## src/rtl/sched_pkg.sv

```systemverilog
`default_nettype none
// ============================================================================
//  Module   : sched_pkg
//  Purpose  : Shared definitions for the action round-robin scheduler.
//  Revision : 1.0  initial release
// ============================================================================
package sched_pkg;

    typedef enum logic [1:0] {
        S_ARB    = 2'd0,
        S_ACCEPT = 2'd1,
        S_ISSUE  = 2'd2,
        S_GAP    = 2'd3
    } sched_state_e;

    // Field layout of the action word; the scheduler never decodes these.
    localparam int PKTID_MSB    = 31;
    localparam int PKTID_LSB    = 24;
    localparam int DISC_BIT_LSB = 16;
    localparam int RULE_LSB     = 0;

    localparam int DEF_CREDITS  = 16;

endpackage : sched_pkg
`default_nettype wire

```

## src/rtl/rr_pick.sv

```systemverilog
`default_nettype none
// ============================================================================
//  Module   : rr_pick
//  Purpose  : Combinational rotate-priority encoder; ptr has highest priority.
//  Revision : 1.0  initial release
// ============================================================================
module rr_pick #(
    parameter int NUM_REQ = 4,
    parameter int PTR_W   = $clog2(NUM_REQ)
) (
    input  logic [NUM_REQ-1:0] req,
    input  logic [PTR_W-1:0]   ptr,
    output logic [PTR_W-1:0]   gnt_idx,
    output logic               gnt_any
);

    // Walk from the farthest slot back toward ptr so the nearest hit wins.
    always_comb begin
        int w_idx;
        gnt_any = |req;
        gnt_idx = '0;
        w_idx   = 0;
        for (int k = NUM_REQ - 1; k >= 0; k--) begin
            w_idx = (int'(ptr) + k) % NUM_REQ;
            if (req[w_idx[PTR_W-1:0]]) begin
                gnt_idx = w_idx[PTR_W-1:0];
            end
        end
    end

endmodule : rr_pick
`default_nettype wire

```

## src/rtl/action_rr_sched.sv

```systemverilog
`default_nettype none
// ============================================================================
//  Module   : action_rr_sched
//  Purpose  : Credit-controlled round-robin scheduler feeding transmit actions.
//  Revision : 1.0  initial release
// ============================================================================
module action_rr_sched
    import sched_pkg::*;
#(
    parameter int NUM_REQ = 4,
    parameter int ACT_W   = 32,
    parameter int CREDITS = DEF_CREDITS,
    parameter int CRED_W  = 5,
    parameter int MIN_GAP = 1,
    parameter int ID_W    = $clog2(NUM_REQ)
) (
    input  logic                     clk,
    input  logic                     reset,
    input  logic                     sched_en,
    input  logic [NUM_REQ-1:0]       req_valid,
    input  logic [NUM_REQ*ACT_W-1:0] req_action,
    output logic [NUM_REQ-1:0]       req_ready,
    output logic                     action_valid,
    output logic [ACT_W-1:0]         action,
    input  logic                     pktIDout_valid,
    output logic [ID_W-1:0]          grant_id,
    output logic [CRED_W-1:0]        credit_cnt,
    output logic                     cred_ovf
);

    localparam logic [1:0] c_ARB    = S_ARB;
    localparam logic [1:0] c_ACCEPT = S_ACCEPT;
    localparam logic [1:0] c_ISSUE  = S_ISSUE;
    localparam logic [1:0] c_GAP    = S_GAP;

    localparam logic [CRED_W-1:0] c_CRED_MAX = CRED_W'(CREDITS);
    localparam logic [ID_W-1:0]   c_LAST_ID  = ID_W'(NUM_REQ - 1);

    logic [1:0]       r_state;
    logic [ID_W-1:0]  r_rr_ptr;
    logic [2:0]       r_gap_cnt;

    logic [ID_W-1:0]  w_gnt_idx;
    logic             w_gnt_any;
    logic             w_arb_go;
    logic             w_issue;
    logic [ACT_W-1:0] w_act [NUM_REQ];

    generate
        for (genvar gi = 0; gi < NUM_REQ; gi++) begin : g_unpack
            assign w_act[gi] = req_action[gi*ACT_W +: ACT_W];
        end
    endgenerate

    rr_pick #(
        .NUM_REQ (NUM_REQ),
        .PTR_W   (ID_W)
    ) u_rr_pick (
        .req     (req_valid),
        .ptr     (r_rr_ptr),
        .gnt_idx (w_gnt_idx),
        .gnt_any (w_gnt_any)
    );

    assign w_arb_go = sched_en && (credit_cnt != '0) && w_gnt_any;
    assign w_issue  = (r_state == c_ISSUE);

    always_ff @(posedge clk or negedge reset) begin
        if (!reset) begin
            r_state      <= c_ARB;
            r_rr_ptr     <= '0;
            r_gap_cnt    <= '0;
            req_ready    <= '0;
            action_valid <= 1'b0;
            action       <= '0;
            grant_id     <= '0;
        end else begin
            action_valid <= 1'b0;
            case (r_state)
                c_ARB: begin
                    if (w_arb_go) begin
                        req_ready <= NUM_REQ'(1) << w_gnt_idx;
                        grant_id  <= w_gnt_idx;
                        r_state   <= c_ACCEPT;
                    end
                end
                c_ACCEPT: begin
                    req_ready <= '0;
                    if (req_valid[grant_id]) begin
                        action       <= w_act[grant_id];
                        action_valid <= 1'b1;
                        r_rr_ptr     <= (grant_id == c_LAST_ID) ? '0 : grant_id + 1'b1;
                        r_state      <= c_ISSUE;
                    end else begin
                        r_state      <= c_ARB;
                    end
                end
                c_ISSUE: begin
                    if (MIN_GAP > 0) begin
                        r_gap_cnt <= 3'(MIN_GAP - 1);
                        r_state   <= c_GAP;
                    end else begin
                        r_state   <= c_ARB;
                    end
                end
                default: begin
                    if (r_gap_cnt == '0) begin
                        r_state   <= c_ARB;
                    end else begin
                        r_gap_cnt <= r_gap_cnt - 1'b1;
                    end
                end
            endcase
        end
    end

    // Issue and return in the same cycle cancel; a surplus return is flagged, not counted.
    always_ff @(posedge clk or negedge reset) begin
        if (!reset) begin
            credit_cnt <= c_CRED_MAX;
            cred_ovf   <= 1'b0;
        end else begin
            if (w_issue && !pktIDout_valid) begin
                credit_cnt <= credit_cnt - 1'b1;
            end else if (!w_issue && pktIDout_valid) begin
                if (credit_cnt == c_CRED_MAX) begin
                    cred_ovf   <= 1'b1;
                end else begin
                    credit_cnt <= credit_cnt + 1'b1;
                end
            end
        end
    end

endmodule : action_rr_sched
`default_nettype wire

```

## config.mk

```make
export PLATFORM = sky130hd
export DESIGN_NAME = action_rr_sched
export DESIGN_NICKNAME = d
export VERILOG_FILES = /design/src/rtl/sched_pkg.sv /design/src/rtl/rr_pick.sv /design/src/rtl/action_rr_sched.sv
export SDC_FILE = /design/constraint.sdc
export NUM_CORES = 1
export LEC_CHECK = 0
export BUFFER_PORTS_ARGS = -buffer_cell sky130_fd_sc_hd__buf_2
export CORE_ASPECT_RATIO = 1.5
export CORE_MARGIN = 2
export CORE_UTILIZATION = 46
export CTS_BUF_LIST = sky130_fd_sc_hd__clkbuf_8
export DETAILED_ROUTE_END_ITERATION = 6
export MAX_ROUTING_LAYER = met4
export PLACE_DENSITY = 0.83
export SLEW_MARGIN = 10
export SYNTH_ARGS = -nofsm -noshare
export SYNTH_HDL_FRONTEND = slang
export SYNTH_HIERARCHICAL = 1
export SYNTH_SLANG_ARGS = --single-unit
export TNS_END_PERCENT = 100
```

## constraint.sdc

```tcl
create_clock -name clk -period 6.19 [get_ports clk]
set_clock_uncertainty 0.2 [all_clocks]
set_input_delay 0.9285 -clock clk [delete_from_list [all_inputs] [get_ports clk]]
set_output_delay 0.9285 -clock clk [all_outputs]
set_load 0.03 [all_outputs]
```

==> results <==
- The run finished with clean final reports.
- The number of global-route vias before repair is 2712.
- The initial standard-cell utilization of the core is 47.1%.
- Combinational logic is responsible for 58.4% of the overall power.
- In this run the tool buffered the top-level ports with 180 buffer cells.
- Final hold analysis gives a worst-case slack of 0.280 ns.
- In this run, distinct cell masters in the synthesized netlist total 41.
- The number of failing setup endpoints in the final timing report is 0.
- Wires add up to 8280 um.
- The worst setup path is launched from a flip-flop.
- The growth of design area from synthesis to finish is 31.3%.
- The largest incremental delay on the critical path is 0.62 ns.
- The required time reported for the critical path endpoint is 6.20 ns.
- The CTS sink count is 52.
- Once the clock tree was built, the setup fixing pass inserted 0 buffers.
- The total of max-cap violations is 0.
- Cells with a size suffix above 1 make up 62.9% of the layout.
- Along the worst path, the maximum fanout reaches 14.
- Detailed placement ended at an HPWL of 6400 um.
- The tightest min-delay check is of the reg2reg type.
- The number of warnings issued by yosys is 6.
- The sequential fraction of design power is 30.8%.
- In the routed design, unresolved DRC markers number 0.
- The total power per unit cell area is 497 nW/um^2.
- The final net count is ~560.
- The floorplan has 37 rows.
- The fmax is 372 MHz.
- For the worst-skew pair, the clock arrives at the later sink with an insertion delay of 0.30 ns.
- In this run, the clock network consumes 10.8% of the power.
- Summed over all nets, the switching power comes to 0.938 mW.
- The final antenna-violating net count is 0.
- Setup repair after global routing left no endpoint under its margin.
- The gate count after technology mapping is 246.
- The total area inside the core boundary comes to 6850 um^2.
- The floorplan die width is 72.4 um.
- The slew at the pin with the worst max-slew slack is between 0.6 and 0.7 ns.
- Counting the buffers created by CTS gives 5.
- The cell sitting at the root of the clock tree is a sky130_fd_sc_hd__clkbuf_8.
- The number of vias after detailed routing is 2746.
- The peak supply drop is 281 uV.
- The category of cells accounting for the largest share of critical-path delay is flip-flops.
- The first global-routing pass estimated 12800 um of wire.
- The number of buffers between clock root and the deepest sink is 2.
- The die boundary height is approximately 110 um.
- In this run, post-CTS repair resized a total of 0 instances.
- The number of hold-slack violations in the final timing report is 0.
- The worst pin sits at a relative slew slack of 55.5%.
- The detailed-router iteration count before antenna repair is 4.
- The pin count of the biggest net entering global routing is 53.
- The type of the worst setup path is reg2reg.
- The number of buffer and inverter stages on the critical path is 0.
- In the final routed layout, each cell accounts on average for 16.5 um.
- The clock period minus final worst setup slack is 2.69 ns.
- The post-synthesis cell area is 3230 um^2.
- The net count after synthesis is 390.
- After filler insertion, the fill cell instance count of the layout stands at 544.
- On the critical path, the stage with the largest delay is an instance of sky130_fd_sc_hd__dfrtp_1.
- Data on the critical path arrives at its endpoint at 2.70 ns.
- The post-detailed-route via-to-cell ratio is 5.48.
- Counting flops and latches in the post-synthesis netlist gives 52.
- The maximum level of the CTS H-tree is 2.
- The die outline area is 7720 um^2.
- 181 I/O pins were placed.
- Routability-driven placement finished with a final weighted congestion of 0.834.
- The library cell appearing most often on the critical path is sky130_fd_sc_hd__ha_1.
- The clock tree from TritonCTS is built.
- The max-slew violation count is 0.
- Summing all placed instances gives a cell area of a little over 4000 um^2.
- The share of the clock period used by the worst path after layout is 43.4%.
- The leakage power is around 2 nW.
- The number of antenna violations at the first check in global routing came to 3.
- The cell-internal power is 1.17 mW.
- The remaining global-route overflow is 0.
- Adding up every negative setup slack in the final design gives 0 ns.
- The number of hold-repair buffers added at the cts stage is 0.
- The first routing iteration left 99 violations.
- STA classifies the critical path endpoint as a flip-flop.
- After clock tree synthesis, the clock-pin slew on the worst setup and hold paths is ~0.090 ns.
- Of the total power, the share spent switching nets is 44.5%.
- The signal on the critical path passes through nor2b_1 > ha_1 > xor2_1 > ha_1 > o21a_1 > o21ai_0 > a211oi_1 > nor3_1.
- For this run, the total global-route usage over all layers was measured as 21.9%.
- The average cell area after synthesis is 13.1 um^2.
- The final design area excluding fillers is 4240 um^2.
- Sequential elements use 40.3% of the synthesized area.
## per-stage QoR
| stage | cells | utilization (%) | worst slack [ns] | power, mW |
|---|---|---|---|---|
| floorplan | 246 | - | 3.55 | 1.60 |
| global placement | 490 | 60.2 | 3.47 | 1.85 |
| detailed placement | 490 | 60.2 | 3.35 | 1.90 |
| CTS | 498 | 61.8 | 3.45 | 2.13 |
| global route | 501 | 61.9 | 3.22 | 2.24 |
| finish | 501 | 61.9 | 3.50 | 2.11 |
## power by group through the flow
stage | logic (mW) | registers (mW) | clock network [mW]
floorplan | 0.696 | 0.901 | 0
global placement | 1.21 | 0.646 | 0
detailed placement | 1.24 | 0.656 | 0
CTS | 1.24 | 0.649 | 0.233
global route | 1.32 | 0.674 | 0.248
finish | 1.23 | 0.649 | 0.226
## placed cells by master (no fill, tap or decap), types with 2 or more instances in the layout
cell type / netlist / routed
sky130_fd_sc_hd__a211oi_1: 2 / 2
sky130_fd_sc_hd__a21oi_1: 3 / 3
sky130_fd_sc_hd__a22oi_1: 2 / 2
sky130_fd_sc_hd__a32oi_1: 2 / 2
sky130_fd_sc_hd__and3_1: 2 / 2
sky130_fd_sc_hd__buf_2: 4 / 180
sky130_fd_sc_hd__buf_4: 1 / 4
sky130_fd_sc_hd__clkbuf_8: 0 / 5
sky130_fd_sc_hd__dfrtp_1: 51 / 50
sky130_fd_sc_hd__diode_2: 0 / 3
sky130_fd_sc_hd__ha_1: 8 / 8
sky130_fd_sc_hd__inv_1: 7 / 8
sky130_fd_sc_hd__mux2_2: 32 / 32
sky130_fd_sc_hd__mux2i_1: 2 / 2
sky130_fd_sc_hd__mux4_2: 33 / 33
sky130_fd_sc_hd__nand2_1: 27 / 27
sky130_fd_sc_hd__nand2b_1: 5 / 5
sky130_fd_sc_hd__nor2_1: 11 / 11
sky130_fd_sc_hd__nor2b_1: 2 / 2
sky130_fd_sc_hd__nor3_1: 3 / 3
sky130_fd_sc_hd__nor4_1: 2 / 2
sky130_fd_sc_hd__o21ai_0: 12 / 12
sky130_fd_sc_hd__o21ai_1: 2 / 2
sky130_fd_sc_hd__xnor2_1: 2 / 2
sky130_fd_sc_hd__xor2_1: 3 / 3
## cell type report
cell class | count | area (um^2) | area share [%]
Tap cell | 78 | 97.6 | 2.30
Antenna cell | 3 | 7.51 | 0.177
Inverter | 7 | 26.3 | 0.620
Sequential cell | 52 | 1300 | 30.8
Timing Repair Buffer | 184 | 931 | 22.0
Clock buffer | 5 | 68.8 | 1.62
Clock inverter | 3 | 38.8 | 0.915
Multi-Input combinational cell | 169 | 1770 | 41.6
## synth_stat cells
cell | n | area (um^2)
sky130_fd_sc_hd__dfrtp_1 | 51 | 1280
sky130_fd_sc_hd__mux4_2 | 33 | 743
sky130_fd_sc_hd__mux2_2 | 32 | 360
sky130_fd_sc_hd__nand2_1 | 27 | 101
sky130_fd_sc_hd__o21ai_0 | 12 | 60.1
sky130_fd_sc_hd__nor2_1 | 11 | 41.3
sky130_fd_sc_hd__ha_1 | 8 | 100
sky130_fd_sc_hd__buf_6 | 7 | 78.8
sky130_fd_sc_hd__inv_1 | 7 | 26.3
sky130_fd_sc_hd__clkbuf_1 | 5 | 18.8
sky130_fd_sc_hd__nand2b_1 | 5 | 31.3
sky130_fd_sc_hd__buf_2 | 4 | 20.0
sky130_fd_sc_hd__a21oi_1 | 3 | 15.0
sky130_fd_sc_hd__nor3_1 | 3 | 15.0
sky130_fd_sc_hd__xor2_1 | 3 | 26.3
sky130_fd_sc_hd__a211oi_1 | 2 | 15.0
sky130_fd_sc_hd__a22oi_1 | 2 | 15.0
sky130_fd_sc_hd__a32oi_1 | 2 | 17.5
sky130_fd_sc_hd__and3_1 | 2 | 12.5
sky130_fd_sc_hd__mux2i_1 | 2 | 20.0
sky130_fd_sc_hd__nor2b_1 | 2 | 12.5
sky130_fd_sc_hd__nor4_1 | 2 | 12.5
sky130_fd_sc_hd__o21ai_1 | 2 | 10.0
sky130_fd_sc_hd__xnor2_1 | 2 | 17.5
sky130_fd_sc_hd__a211oi_2 | 1 | 12.5
sky130_fd_sc_hd__a221oi_1 | 1 | 8.76
sky130_fd_sc_hd__a31o_2 | 1 | 8.76
sky130_fd_sc_hd__buf_4 | 1 | 7.51
sky130_fd_sc_hd__dfstp_2 | 1 | 26.3
sky130_fd_sc_hd__dlygate4sd1_1 | 1 | 8.76
sky130_fd_sc_hd__mux2_4 | 1 | 15.0
sky130_fd_sc_hd__nand3_1 | 1 | 5.00
sky130_fd_sc_hd__nand3b_1 | 1 | 7.51
sky130_fd_sc_hd__nand4b_1 | 1 | 8.76
sky130_fd_sc_hd__nor3b_1 | 1 | 7.51
sky130_fd_sc_hd__o211ai_4 | 1 | 21.3
sky130_fd_sc_hd__o21a_1 | 1 | 7.51
sky130_fd_sc_hd__o31ai_1 | 1 | 7.51
sky130_fd_sc_hd__or3_1 | 1 | 6.26
sky130_fd_sc_hd__or3_4 | 1 | 11.3
sky130_fd_sc_hd__or4_4 | 1 | 11.3
## metal layers
layer	vias to the layer above	GRT usage [%]	wire length, um
met1	1360	26.0	3100
li1	1271	-	-
met2	107	37.4	4450
met4	0	4.76	72
met5	-	-	0
met3	8	5.64	659
## flip-flops by register name, summed over array words and instances (netlist names)
name	flops
action	32
action_valid	1
cred_ovf	1
credit_cnt	5
grant_id	2
r_gap_cnt	3
r_rr_ptr	2
r_state	2
req_ready	4
## kinds of logic after synthesis
| logic type | synth area share, % |
|---|---|
| and+or+nand+nor | 8.80 |
| xor gates and xnor gates | 1.36 |
| AOI/OAI and AO/OA | 6.16 |
| muxes | 35.3 |
| adders and majority gates | 3.10 |
| buffers and inverters | 4.96 |
| DFF | 40.3 |
## worst paths after layout
check / from / to / slack [ns] / cells past startpoint
max: r_state[1] / credit_cnt[4] / 3.50 / 8
min: cred_ovf / cred_ovf / 0.28 / 1
max reg2reg: r_state[1] / credit_cnt[4] / 3.50 / 8
min reg2reg: cred_ovf / cred_ovf / 0.28 / 1
max in group asynchronous: reset / grant_id[0] / 4.78 / 2
min in group asynchronous: reset / credit_cnt[2] / 0.53 / 2
(Power assumes the default switching activity.)
